### src/rtl/mux_16_1_pkg.sv
// Shared constants for the 16:1 registered multiplexer.
// Select range helper is used when MUX_16_1_SEL_ERR_EN is defined.
package mux_16_1_pkg;

   localparam int NUM_INPUTS    = 16;
   localparam int SEL_WIDTH     = 8;
   localparam int DEFAULT_WIDTH = 32;

   function automatic logic sel_in_range(
      input logic [SEL_WIDTH-1:0] sel
   );
      return sel < SEL_WIDTH'(NUM_INPUTS);
   endfunction

endpackage

### src/rtl/mux_16_1.sv
// Registered 16:1 mux, one-cycle latency, zero for select > 15.
// Optional sel_err flag enabled by MUX_16_1_SEL_ERR_EN.
module mux_16_1
   import mux_16_1_pkg::*;
#(
   parameter int WIDTH = DEFAULT_WIDTH
) (
   input  logic                 clk,
   input  logic                 rst_n,
   input  logic [SEL_WIDTH-1:0] select,
   input  logic [WIDTH-1:0]     in_00,
   input  logic [WIDTH-1:0]     in_01,
   input  logic [WIDTH-1:0]     in_02,
   input  logic [WIDTH-1:0]     in_03,
   input  logic [WIDTH-1:0]     in_04,
   input  logic [WIDTH-1:0]     in_05,
   input  logic [WIDTH-1:0]     in_06,
   input  logic [WIDTH-1:0]     in_07,
   input  logic [WIDTH-1:0]     in_08,
   input  logic [WIDTH-1:0]     in_09,
   input  logic [WIDTH-1:0]     in_10,
   input  logic [WIDTH-1:0]     in_11,
   input  logic [WIDTH-1:0]     in_12,
   input  logic [WIDTH-1:0]     in_13,
   input  logic [WIDTH-1:0]     in_14,
   input  logic [WIDTH-1:0]     in_15,
`ifdef MUX_16_1_SEL_ERR_EN
   output logic                 sel_err,
`endif
   output logic [WIDTH-1:0]     output_data
);

   logic [WIDTH-1:0] next_data;

   // Full 8-bit compare: 16..255 fall to default, never wrap.
   always_comb begin
      next_data = '0;
      unique case (select)
         8'd0:    next_data = in_00;
         8'd1:    next_data = in_01;
         8'd2:    next_data = in_02;
         8'd3:    next_data = in_03;
         8'd4:    next_data = in_04;
         8'd5:    next_data = in_05;
         8'd6:    next_data = in_06;
         8'd7:    next_data = in_07;
         8'd8:    next_data = in_08;
         8'd9:    next_data = in_09;
         8'd10:   next_data = in_10;
         8'd11:   next_data = in_11;
         8'd12:   next_data = in_12;
         8'd13:   next_data = in_13;
         8'd14:   next_data = in_14;
         8'd15:   next_data = in_15;
         default: next_data = '0;
      endcase
   end

   always_ff @(posedge clk or negedge rst_n) begin
      if (!rst_n) begin
         output_data <= '0;
      end else begin
         output_data <= next_data;
      end
   end

`ifdef MUX_16_1_SEL_ERR_EN
   always_ff @(posedge clk or negedge rst_n) begin
      if (!rst_n) begin
         sel_err <= 1'b0;
      end else begin
         sel_err <= !sel_in_range(select);
      end
   end
`endif

endmodule

### config.mk
export PLATFORM = sky130hd
export DESIGN_NAME = mux_16_1
export DESIGN_NICKNAME = d
export VERILOG_FILES = /design/src/rtl/mux_16_1_pkg.sv /design/src/rtl/mux_16_1.sv
export SDC_FILE = /design/constraint.sdc
export NUM_CORES = 1
export LEC_CHECK = 0
export ABC_AREA = 1
export CAP_MARGIN = 20
export CELL_PAD_IN_SITES_DETAIL_PLACEMENT = 0
export CELL_PAD_IN_SITES_GLOBAL_PLACEMENT = 2
export CORE_MARGIN = 8
export CORE_UTILIZATION = 14
export CTS_CLUSTER_DIAMETER = 50
export DETAILED_ROUTE_END_ITERATION = 16
export GPL_TIMING_DRIVEN = 1
export HOLD_SLACK_MARGIN = 0.08
export PLACE_DENSITY = 0.9
export SLEW_MARGIN = 10
export SYNTH_ARGS = -nofsm -noshare
export SYNTH_HDL_FRONTEND = slang
export SYNTH_SLANG_ARGS = --single-unit
### constraint.sdc
create_clock -name clk -period 0.8 [get_ports clk]
set_input_delay 0.12 -clock clk [delete_from_list [all_inputs] [get_ports clk]]
set_output_delay 0.12 -clock clk [all_outputs]
set_load 0.05 [all_outputs]
# Word level (Yosys, flattened, before mapping)
# Cells that the tools add are included.
[op_classes] n_eq_ne=15 reduce_logical=1 mux=1
[ops] cell="$pmux W32 S16" n=1
[ops] cell="$eq A8 B4 Y1 const B" n=8
[ops] cell="$eq A8 B3 Y1 const B" n=4
[ops] cell="$eq A8 B2 Y1 const B" n=2
[ops] cell="$eq A8 B1 Y1 const B" n=1
[ops] cell="$logic_not A8 Y1" n=1
[word_totals] out_inout_bits=32 input_bits=522 wordCells=18 reg_bits=32

# Depth between registers and ports, before layout
[depth] depth_word=2 ltp_mapped=12 mapped_depth_nobuf=9

# Worst setup path before layout
# OpenSTA, ideal clock, no wires.
[synth_path] kind="input-to-reg" startpoint="input select[6]" endpoint="register output_data[22]" arrival_time_ps=1014 path_buffers=3 stages=12 required_ps=681 slack_ps=-333 setup_ps=119 cell_sequence="inv_1 nand2_1 nor2_2 buf_4 buf_4 buf_2 nand3_1 nand2_1 inv_2 nand2_1 nor2_1 nand2_1"
[synth_between] elab_chain_len=2 elab_cells_between_ends=17 classes_between="eq/ne: 15; mux: 1; reduce/logical: 1"
[synth_lines] item="from (decl)" line_no="mux_16_1.sv:10" source="input logic [SEL_WIDTH-1:0] select,"
[synth_lines] item="$eq A8 B4 Y1 (tied with other cells)" line_no="mux_16_1.sv:38" source="unique case (select)"
[synth_lines] item="$pmux W32 S16 (*)" line_no="mux_16_1.sv:38"
[synth_lines] item="net next_data[22]" line_no="mux_16_1.sv:33" source="logic [WIDTH-1:0] next_data;"
[synth_lines] item="to (signal assigned)" line_no="mux_16_1.sv:63" source="output_data <= next_data;"
[synth_lines] item="to (decl)" line_no="mux_16_1.sv:30" source="output logic [WIDTH-1:0] output_data"
# The timed path passes the listed nets; every way through them passes the cells marked *.

# Final worst setup path
[layout_path] startpoint="input select[1]" endpoint="register output_data[1]"
# The elaborated chain is that of the path after synthesis.

==> flow_metrics.py <==
metrics = {
    "sta": {
        "holdWs_ps": 212,
        "max_slew_margin": 0.655,
        "setup_tns_ps": -22540,
        "rsz0062_at_grt": "yes",
        "tightestPinTransition_ps": 517,
        "fin_ws_ps": -603,
        "period_needed_ps": 1400,
        "slew_viol_final": 0,
        "setup_viol": 64,
        "fin_crit_sh": 1.75,
        "hold_violations": 0,
        "max_freq_mhz": 713,
    },
    "worst_setup_path": {
        "slowest_stage": "nor2_4",
        "slowest_delay_ps": 280,
        "crit_family": "simple AND/OR/NAND/NOR gates",
        "crit_chain": "buf_8 -> buf_6 -> buf_6 -> nand2_8 -> buf_12 -> nor2_4 -> buf_12 -> nand3_2 -> nand2_2 -> inv_2 -> nand2_2 -> nor2_4 -> nand2_2",
        "critical_path_buf_inv_count": 6,
        "start_kind": "input port",
        "crit_path_frequent_cell": "nand2_2",
        "arrival_ps": 1580,
        "path_depth": 13,
        "critPathCaptureType": "flip-flop",
        "required_ps": 970,
        "critical_path_class": "in -> reg",
        "path_max_fanout": 8,
    },
    "clock_tree": {
        "clockBufferDepth": 2,
        "cts_sinks": 32,
        "cts-htree-levels": 2,
        "cts_root_buf": "clkbuf_16",
        "cts_inserted_buffers": 5,
        "path_clk_slew_ps": 60,
        "cts_tree": "yes",
    },
    "detailed_routing": {
        "wl_per_cell_um": 21.4,
        "first_iter_violations": 509,
        "viasPerCell": 4.25,
        "drc_errors": 0,
        "wl_um": 59000,
        "num_vias": 11700,
        "ant_nets": 0,
        "dr.pass1.iters": 5,
    },
    "logic_synthesis": {
        "ys_types": 16,
        "ys_ff_latch": 32,
        "synth_top_area_share": 0.346,
        "ys_seq_area_frac": 0.115,
        "syn-num-nets": 1944,
        "ys_warn_count": 0,
        "syn-instance-count": 1422,
        "synth_top_cell_by_area": "nand3_1",
        "synthTopCellsByArea": "nand3_1 35%, nand2_1 24%, inv_1 12%",
        "syn_area_mm2": 0.00695,
        "syn_avg_cell_area_um2": 4.89,
    },
    "cells_and_area": {
        "top_register": "output_data",
        "reg_top3": "output_data (32)",
        "area_growth_pct": 150,
        "fin_nets": 2614,
        "fillCellCount": 5215,
        "largest_reg_flops": 32,
        "post-route-util": 0.355,
        "layout.cells.non_filler": 2760,
        "stdcell_area_mm2": 0.0174,
        "drive_above_1_share": 0.257,
    },
    "pwr": {
        "leakagePower_nw": 7.93,
        "p_per_area_mw_per_mm2": 526,
        "finalPower_mw": 9.14,
        "ir_drop_v": 0.000648,
    },
    "placement": {
        "place_inst": 2654,
        "hpwlAfterDp_um": 42400,
        "placed_area_mm2": 0.0145,
        "gp_congestion": 0.904,
        "post-place-ws_ps": -1740,
        "numPortBuffers": 553,
    },
    "job": {
        "maxCapViolCount": 0,
    },
    "floorplanning": {
        "initial_core_util": 0.142,
        "chipWidth_um": 239,
        "dieArea_mm2": 0.0570,
        "die_y_um": 239,
        "rows": 81,
        "core_area_mm2": 0.0490,
        "io_pins": 554,
    },
    "global_route": {
        "grt-ovfl-total": 0,
        "grt_use_total": 0.185,
        "grt_pass1_vias": 11900,
        "grt_pass1_wl_um": 77900,
        "antenna_found_initial": 8,
        "grt_max_degree": 29,
    },
    "status": {
        "outcome": "finished, violations left",
        "failed_checks": "setup timing",
    },
    "hold_path": {
        "hold_path_class": "in -> async",
    },
}
## cell families (layout without fill, tap and decap cells)
family | after synthesis | in the layout | share of synthesized area
DFF | 32 | 32 | 0.115
buffers and inverters | 365 | 1029 | 0.223
and+or+nand+nor | 1025 | 1031 | 0.662
other | 0 | 4 | 0
## cell usage in the layout (no fill, tap or decap), types with 2 or more instances in the layout
cell type and instances:
nand3_1 394, nand3_2 75, clkbuf_16 17, nor2_1 27
nand3_4 11, nand2_2 77, inv_4 3, buf_16 16
dfrtp_2 4, nand2_8 7, buf_4 83, clkbuf_8 2
inv_1 197, nand2_4 3, clkdlybuf4s50_1 512, diode_2 4
buf_2 2, bufbuf_16 2, clkinv_1 22, nor2_2 16
buf_6 29, nand2_1 373, buf_12 86, buf_8 15
inv_6 2, inv_2 37, nor2_4 48, dfrtp_1 28
## routing by layer
metal  wire (um)  GRT usage  up-vias
li1            -          -     5752
met1       24700      0.229     5369
met2       27400      0.309      519
met3        4820     0.0513       80
met4        2030     0.0545        6
met5          37          0        -
## Yosys cell counts (all sizes together)
master / count
nand3: 480
nand2: 460
inv: 235
buf: 95
nor2: 85
dfrtp: 32
clkinv: 29
clkbuf: 6
## worst paths after layout
path / startpoint / to
setup / recovery: select[1] / output_data[1]
hold / removal: rst_n / output_data[6]
min in group clk: in_00[15] / output_data[15]
max in group asynchronous: rst_n / output_data[0]
## power breakdown
part | leakage (nW) | internal [mW] | switching, mW
combinational | 7.42 | 3.31 | 1.85
sequential | 0.437 | 1.66 | 0.0503
clock | 0.0760 | 1.31 | 0.953
total | 7.93 | 6.29 | 2.86
## cell type report
class | instances | area [um^2] | share of cell area
inverters | 264 | 1030 | 0.0592
repair buffers | 758 | 8850 | 0.509
flip-flops and latches | 32 | 806 | 0.0463
well taps | 664 | 831 | 0.0478
clock buffers | 7 | 153 | 0.00878
multi-input cells | 1031 | 5710 | 0.329
diodes | 4 | 10.0 | 0.000576
## timing repair
action	in CTS	in global routing
endpoints found under the hold margin	32	0
endpoints found under the setup margin	64	64
hold buffers	1	0
gates resized for setup	206	218
buffers inserted	50	34
gates cloned	19	15
pin swaps	58	111
(Power assumes the default switching activity.)
